[src/rtl/mod_n_serial_detector.sv]
`default_nettype none
// ============================================================================
// mod_n_serial_detector : serial-number remainder / divisibility by DIVISOR
// Revision 1.0
// ============================================================================
module mod_n_serial_detector #(
  parameter int DIVISOR   = 3,
  parameter int MAX_BITS  = 32,
  parameter int LSB_FIRST = 0,
  localparam int RW = (DIVISOR > 2) ? $clog2(DIVISOR) : 1,
  localparam int CW = $clog2(MAX_BITS + 1)
) (
  input  logic          clk,
  input  logic          reset,
  input  logic          in,
  input  logic          in_valid,
  input  logic          clear,
  output logic          out,
  output logic [RW-1:0] remainder,
  output logic [CW-1:0] bit_count,
  output logic          len_sat
);

  localparam logic [RW:0]   DIV_EXT = (RW + 1)'(DIVISOR);
  localparam logic [CW-1:0] CNT_MAX = CW'(MAX_BITS);

  // Operands are always < 2*DIVISOR, so one conditional subtract suffices.
  function automatic logic [RW-1:0] mod_reduce(input logic [RW:0] s);
    return (s >= DIV_EXT) ? RW'(s - DIV_EXT) : RW'(s);
  endfunction

  logic [RW-1:0] r_q;
  logic [RW-1:0] base_r;
  logic [RW-1:0] r_nxt;
  logic [CW-1:0] cnt_q;
  logic [CW-1:0] base_cnt;
  logic [CW-1:0] cnt_nxt;

  // A clear coinciding with a valid bit updates from the empty number.
  always_comb begin
    base_r   = clear ? '0 : r_q;
    base_cnt = clear ? '0 : cnt_q;
    cnt_nxt  = (base_cnt == CNT_MAX) ? base_cnt : base_cnt + CW'(1);
  end

  generate
    if (LSB_FIRST != 0) begin : g_lsb
      logic [RW-1:0] w_q;
      logic [RW-1:0] base_w;
      logic [RW-1:0] w_nxt;

      always_comb begin
        base_w = clear ? RW'(1) : w_q;
        r_nxt  = mod_reduce({1'b0, base_r} + (in ? {1'b0, base_w} : '0));
        w_nxt  = mod_reduce({base_w, 1'b0});
      end

      always_ff @(posedge clk) begin
        if (reset) begin
          w_q <= RW'(1);
        end else if (in_valid) begin
          w_q <= w_nxt;
        end else if (clear) begin
          w_q <= RW'(1);
        end
      end
    end else begin : g_msb
      always_comb begin
        r_nxt = mod_reduce({base_r, in});
      end
    end
  endgenerate

  always_ff @(posedge clk) begin
    if (reset) begin
      r_q   <= '0;
      cnt_q <= '0;
    end else if (in_valid) begin
      r_q   <= r_nxt;
      cnt_q <= cnt_nxt;
    end else if (clear) begin
      r_q   <= '0;
      cnt_q <= '0;
    end
  end

  assign out       = (r_q == '0);
  assign remainder = r_q;
  assign bit_count = cnt_q;
  assign len_sat   = (cnt_q == CNT_MAX);

endmodule
`default_nettype wire

[config.mk]
export PLATFORM = sky130hd
export DESIGN_NAME = mod_n_serial_detector
export DESIGN_NICKNAME = d
export VERILOG_FILES = /design/src/rtl/mod_n_serial_detector.sv
export SDC_FILE = /design/constraint.sdc
export NUM_CORES = 1
export LEC_CHECK = 0
export ABC_AREA = 1
export CAP_MARGIN = 20
export CORE_AREA = 2 2 39 41
export CTS_CLUSTER_DIAMETER = 200
export DETAILED_ROUTE_END_ITERATION = 16
export DIE_AREA = 0 0 41 43
export PLACE_DENSITY = 0.71
export SYNTH_ARGS = -nofsm -noshare
export SYNTH_HDL_FRONTEND = slang
export SYNTH_SLANG_ARGS = --single-unit
[constraint.sdc]
create_clock -name clk -period 1.25 [get_ports clk]
set_input_delay 0.25 -clock clk [delete_from_list [all_inputs] [get_ports clk]]
set_output_delay 0.25 -clock clk [all_outputs]
set_load 0.03 [all_outputs]
==> results of run 1 <==
==> cell families after synthesis <==
| logic type | count (synthesis) | share of synthesized area (%) |
|---|---|---|
| AOI/OAI and AO/OA | 10 | 10.9 |
| adders and majority gates | 1 | 2.53 |
| buffers and inverters | 16 | 13.4 |
| DFF | 8 | 32.4 |
| and+or+nand+nor | 40 | 40.8 |
==> report_power, final <==
part / internal (W) / switching, W / total, W
clock: 0.000110 / 0.0000929 / 0.000203
combinational: 0.0000572 / 0.0000738 / 0.000131
sequential: 0.000263 / 0.00000733 / 0.000270
==> critical path, stage by stage, from the launching register on <==
cell     delay, ns
dfxtp_2       0.34
nor2_1        0.11
and3_1        0.18
buf_6         0.13
==> per-layer routing <==
metal | up-vias | wire length (µm) | GRT usage, %
met5 | - | 0 | 0
met4 | 0 | 19 | 8.00
met3 | 3 | 66 | 6.28
met2 | 19 | 532 | 25.0
met1 | 238 | 498 | 19.3
li1 | 283 | - | -
==> area by class of cell <==
| cell class | instances | area [µm²] | share of cell area, % |
|---|---|---|---|
| inverters | 15 | 58.8 | 8.25 |
| well taps | 16 | 20.0 | 2.81 |
| multi-input cells | 51 | 270 | 37.9 |
| clock buffers | 3 | 22.5 | 3.16 |
| repair buffers | 22 | 178 | 24.9 |
| flip-flops and latches | 8 | 164 | 23.0 |
==> per-stage QoR <==
step	util [%]	hold slack [ns]	worst slack (ns)	cell area [µm²]	TNS, ns
finish	51.5	0.484	-0.0212	713	-0.0212
global route	51.5	0.516	-0.0766	713	-0.0766
detailed placement	49.3	0.488	-0.345	682	-1.58
CTS	51.4	0.483	-0.0295	712	-0.0295
global placement	49.3	0.480	-0.312	682	-1.38
floorplan	-	0.312	0.00235	494	0
==> synth_stat cells <==
library cell	instances
nand3_1	5
nand4_1	2
inv_4	1
ha_1	1
dfxtp_1	8
inv_1	14
a21oi_2	1
and3_1	1
a21oi_1	6
nor2_4	1
nor2_1	11
nor3_1	1
o21ai_0	3
nand2_2	2
nand3_4	1
nor4_1	1
nand2_1	14
nand2_4	1
buf_4	1
==> registers in the layout, summed over array words and instances, names as in the netlist <==
register,flops
remainder,2
bit_count,6
==> worst paths after layout <==
kind	start	to	slack (ns)
max	bit_count[2]	len_sat	-0.02
min	bit_count[2]	bit_count[2]	0.48
max reg2reg	remainder[0]	remainder[0]	0.14
min reg2reg	bit_count[2]	bit_count[2]	0.48
==> placed cells by master, fill, tap and decap left out <==
master,count
nand2_2,2
inv_4,1
clkdlybuf4s50_1,3
a21oi_1,6
nor4_1,1
o21ai_0,3
buf_4,17
clkbuf_4,3
nor2_4,1
inv_1,13
buf_6,1
nor2_2,1
nor3_1,1
inv_2,1
dfxtp_2,3
ha_1,1
dfxtp_1,5
dlygate4sd2_1,1
nand3_4,1
nand2_4,1
and3_1,1
nand2_1,14
a21oi_2,1
nand3_1,5
nand4_1,2
nor2_1,10
==> timing repair <==
item,CTS,global route
pin swaps,1,0
endpoints found under the setup margin,3,1
resized for setup,5,2
setup buffers,0,0
==> reports/results.tsv, run 1 <==
stage	metric	value	unit
pwr	power	0.000604	W
clocking	hold_buffers	0	
critical_path	cp-start-kind	flip-flop	
routing	avgRoutedWirePerCell	9.71	µm
timing	fmax	0.787	GHz
outcome	status	finished, violations left	
die	die_area	1760	µm²
yosys	synth_top_area_cell	dfxtp_1	
critical_path	arrival	1.02	ns
yosys	netlist_area	494	µm²
routing	drc	0	
clocking	cts-root-buf	clkbuf_4	
die	rows	14	
die	chipWidth	41	µm
timing	finalCritPeriodShare	102	%
routing	num_vias	543	
yosys	synth_seq_area_share	32.4	%
pwr	powerDensity	847	nW/µm²
finish	layout-drive-gt1-share	33.3	%
routing	drt_wl_total	1.12	mm
run	max-cap-violations	0	
global_routing	first_global_vias	513	
pwr	p_leak	0.348	nW
global_routing	track_usage	16.5	%
placed_design	gp_congestion	0.742	
timing	setup_ws	-0.0212	ns
die	core	1380	µm²
clocking	cts_tree	yes	
routing	drtPass1Iterations	4	
clocking	clkTransAtPathRegs	0.06	ns
yosys	yosysUniqueCellTypes	19	
yosys	ys_seq_elements	8	
routing	viasPerCell	4.72	
timing	hold_viol_final	0	
clocking	clkSinkCount	8	
clocking	insertion_delay	0.26	ns
timing	fin_skew	0.00639	ns
timing	setup_viol	1	
yosys	synth_top_area_share	32.4	%
global_routing	grt_first_pass_wirelength	1.96	mm
clocking	htreeDepth	1	
timing	post-route-min-period	1.27	ns
critical_path	path_class	flip-flop to output pin	
finish	fill_cells	150	
yosys	syn-mean-instance-area	6.59	µm²
finish	area_growth_syn_to_layout	44.3	%
routing	drt_iter0_drc	18	
routing	drtAntennaViolNets	0	
die	die_h	43	µm
finish	antennaDiodeCount	0	
finish	final_nets	107	
yosys	synthesis.nets	81	
yosys	yosys_warnings	0	
yosys	postSynthCellCount	75	
outcome	failed_checks	negative setup slack	
finish	finalNonFillerCells	115	
placed_design	dp_cells	112	
critical_path	path_max_fanout	4	
worst_hold_path	min_path_cells	2	
critical_path	worstPathRequired	1.00	ns
timing	tightest_slew	0.255	ns
timing	rsz0062_at_grt	yes	
die	pin_count	15	
critical_path	endpoint_kind	output pin	
placed_design	io_buffers	14	
yosys	synth_area_leaders	dfxtp_1, inv_1, nand2_1	
die	start_util	35.7	%
global_routing	antenna_found_initial	0	
placed_design	dpl.hpwl	924	µm
pwr	ir_worst_vdd	0.444	mV
timing	max_slew_margin	82.8	%
timing	drv_slew	0	
worst_hold_path	hold_path_class	flip-flop to flip-flop	
global_routing	overflow	0	
clocking	cts_buffers	3	
critical_path	r2r_cells	7	
clocking	cts_buffer_depth	2	
global_routing	grt_max_degree	9	
Power figures use the tool's default switching activity.
==> run 2, diff against run 1 <==
--- a/config.mk
+++ b/config.mk
@@ -5,13 +5,12 @@
 export SDC_FILE = /design/constraint.sdc
 export NUM_CORES = 1
 export LEC_CHECK = 0
-export ABC_AREA = 1
 export CAP_MARGIN = 20
 export CORE_AREA = 2 2 39 41
 export CTS_CLUSTER_DIAMETER = 200
 export DETAILED_ROUTE_END_ITERATION = 16
 export DIE_AREA = 0 0 41 43
-export PLACE_DENSITY = 0.71
+export PLACE_DENSITY = 0.66
 export SYNTH_ARGS = -nofsm -noshare
 export SYNTH_HDL_FRONTEND = slang
 export SYNTH_SLANG_ARGS = --single-unit
==> run 2 against run 1 <==
Net effect:
- the run still ends with negative setup slack left
- synthesized area decreased by 12%
- total power decreased by 0.94%
- non-clock buffer count increased by 3
- maximum frequency decreased by 24%
- setup slack got worse by 0.41 ns
- synthesized cell count decreased by 33%
- core utilization increased by 2.3 points
- final cell count decreased by 19%
- register-to-register slack got worse by 0.17 ns
- combinational power decreased by 14%
==> reports/results.tsv, run 2 <==
stage	metric	value	unit	change
timing	tightest_slew	0.250	ns	-0.00569 ns
timing	max_slew_margin	83.3	%	+0.51 points
yosys	synthesis.nets	56		-31%
yosys	async_flop_share	0	%	unchanged
yosys	ys.flop_type	dfxtp_1		
global_routing	first_global_vias	408		-20%
pwr	power	0.000598	W	-0.94%
critical_path	path_class	flip-flop to output pin		
die	die_h	43	µm	unchanged
critical_path	endpoint_kind	output pin		
critical_path	r2r_cells	3		-4
clocking	cts_tree	yes		
critical_path	worstPathRequired	1.00	ns	about the same
die	core	1380	µm²	unchanged
critical_path	r2r_start	bit_count[4]		
clocking	cts-root-buf	clkbuf_4		
routing	drt_iter0_drc	10		-8
die	start_util	31.4	%	-4.3 points
finish	layout-drive-gt1-share	51.9	%	+19 points
clocking	cts_buffer_depth	2		unchanged
yosys	ys_top_cells_by_count	dfxtp_1, nor2_1, a21oi_1, o21ai_0		
timing	drv_slew	0		unchanged
global_routing	grt_max_degree	9		unchanged
run	max-cap-violations	0		unchanged
finish	layout_common_cells	buf_4, nor2_1, a21oi_1, dfxtp_2, buf_6		
outcome	failed_checks	negative setup slack		
placed_design	io_buffers	14		unchanged
global_routing	overflow	0		unchanged
finish	register_area	176	µm²	+7.6%
routing	drtPass1Iterations	2		-2
yosys	synth_top_area_share	36.9	%	+4.5 points
critical_path	cp-startpoint	bit_count[4]		
finish	multi_input_area	302	µm²	+12%
critical_path	rr_endpoint	bit_count[0]		
outcome	status	finished, violations left		
placed_design	placed_area	656	µm²	-3.9%
timing	rsz0062_at_grt	yes		
critical_path	critical_path.endpoint	len_sat		
pwr	powerDensity	804	nW/µm²	-5.1%
timing	hold_slack	0.484	ns	+0.000163 ns
timing	fin_skew	0.00317	ns	-0.00322 ns
clocking	cts_buffers	3		unchanged
routing	viasPerCell	4.76		+0.88%
finish	fill_cells	126		-16%
die	rows	14		unchanged
critical_path	cp-start-kind	flip-flop		
yosys	syn-mean-instance-area	8.68	µm²	+32%
routing	avgRoutedWirePerCell	11.6	µm	+20%
finish	antennaDiodeCount	0		unchanged
timing	fmax	0.594	GHz	-24%
yosys	synth-edff-count	0		unchanged
finish	largest_reg_flops	6		unchanged
finish	final_nets	84		-21%
routing	dr_wl_met3	46	µm	-30%
timing	finalCritPeriodShare	135	%	+33 points
global_routing	antenna_found_initial	0		unchanged
timing	post-route-min-period	1.68	ns	+0.411 ns
finish	stdcell_area	744	µm²	+4.4%
yosys	netlist_area	434	µm²	-12%
timing	tns	-0.459	ns	-0.438 ns
routing	num_vias	443		-18%
worst_hold_path	hold_path_class	input port to flip-flop		
placed_design	gp_congestion	0.717		-3.4%
die	pin_count	15		unchanged
yosys	yosysMostFrequentCell	dfxtp_1		
clocking	clkSinkCount	8		unchanged
routing	drc	0		unchanged
pwr	ir_worst_vdd	0.480	mV	+8.3%
clocking	insertion_delay	0.25	ns	about the same
routing	m1WireLength	446	µm	-10%
finish	mostFrequentLayoutCell	buf_4		
die	die_area	1760	µm²	unchanged
clocking	htreeDepth	1		unchanged
critical_path	arrival	1.43	ns	+0.41 ns
routing	drtAntennaViolNets	0		unchanged
die	chipWidth	41	µm	unchanged
clocking	clkTransAtPathRegs	0.06	ns	about the same
yosys	postSynthCellCount	50		-33%
global_routing	grt_first_pass_wirelength	1.63	mm	-17%
yosys	yosysUniqueCellTypes	26		+7
yosys	synth_seq_area_share	36.9	%	+4.5 points
routing	topRoutingLayerUsed	met4		
placed_design	dpl.hpwl	762	µm	-18%
routing	drt_wl_total	1.08	mm	-3.1%
critical_path	path_max_fanout	2		-2
timing	setup_viol	2		+1
yosys	yosys_warnings	0		unchanged
yosys	synth_top_area_cell	dfxtp_1		
timing	setup_ws	-0.432	ns	-0.411 ns
pwr	p_leak	0.310	nW	-11%
global_routing	track_usage	14.1	%	-2.4 points
finish	area_growth_syn_to_layout	71.5	%	
timing	hold_viol_final	0		unchanged
yosys	synth_area_leaders	dfxtp_1, nor2_1, a21oi_1		
yosys	ys_seq_elements	8		unchanged
routing	route.met2.wl	580	µm	+9.0%
critical_path	reg2reg_setup_slack	-0.03	ns	-0.17 ns
==> run 2: power breakdown <==
part           leakage, nW  internal [W]  total [W]  switching (W)
Clock               0.0150      0.000123   0.000218      0.0000954
Sequential          0.0690      0.000257   0.000268      0.0000107
Combinational        0.226     0.0000566   0.000113      0.0000562
==> run 2: worst max-delay path, stage by stage, from the launching register on <==
cell	delay [ns]
dfxtp_4	0.34
or4b_4	0.56
nor3_4	0.13
buf_6	0.15
==> run 2: cells by family after synthesis <==
group / Yosys count / share of synthesized area (%)
fa+ha+maj: 1 / 2.88
xor+xnor: 4 / 8.07
mux: 2 / 4.90
simple gates: 20 / 26.2
flops: 8 / 36.9
compound gates: 11 / 15.9
buf+inv: 4 / 5.19
==> run 2: worst min-delay path by stage <==
stage	endpoint	depth (start not counted)	slack [ns]	start
2_1_floorplan	bit_count[0]	1	0.31	reset
3_3_place_gp	bit_count[1]	2	0.58	bit_count[1]
3_5_place_dp	bit_count[1]	2	0.59	bit_count[1]
4_1_cts	remainder[1]	3	0.52	clear
5_1_grt	bit_count[5]	4	0.51	in_valid
6_report	bit_count[5]	4	0.48	in_valid
==> run 2: area by class of cell <==
type | count | share of cell area, %
clock buffers | 4 | 3.53
inverters | 2 | 1.01
multi-input cells | 38 | 40.5
flip-flops and latches | 8 | 23.7
well taps | 16 | 2.69
repair buffers | 25 | 28.6
==> run 2: repair_timing <==
action	4_1_cts	5_1_grt
endpoints found under the setup margin	4	5
hold buffers	0	0
setup buffers	1	1
endpoints found under the hold margin	0	0
gates resized for setup	9	4
pin swaps	4	6
==> run 2: per-stage QoR <==
step | setup slack [ns] | std cells | utilization, %
after CTS | -0.458 | 92 | 52.3
final | -0.432 | 93 | 53.8
after detailed placement | -0.367 | 87 | 47.4
after global placement | -0.350 | 87 | 47.4
after floorplan | -0.263 | 50 | -
after global routing | -0.465 | 93 | 53.8
==> run 2: metal layers <==
metal,GRT usage [%],up-vias
li1,-,234
met4,10.0,0
met1,15.3,197
met2,23.4,10
met5,0,-
met3,1.57,2
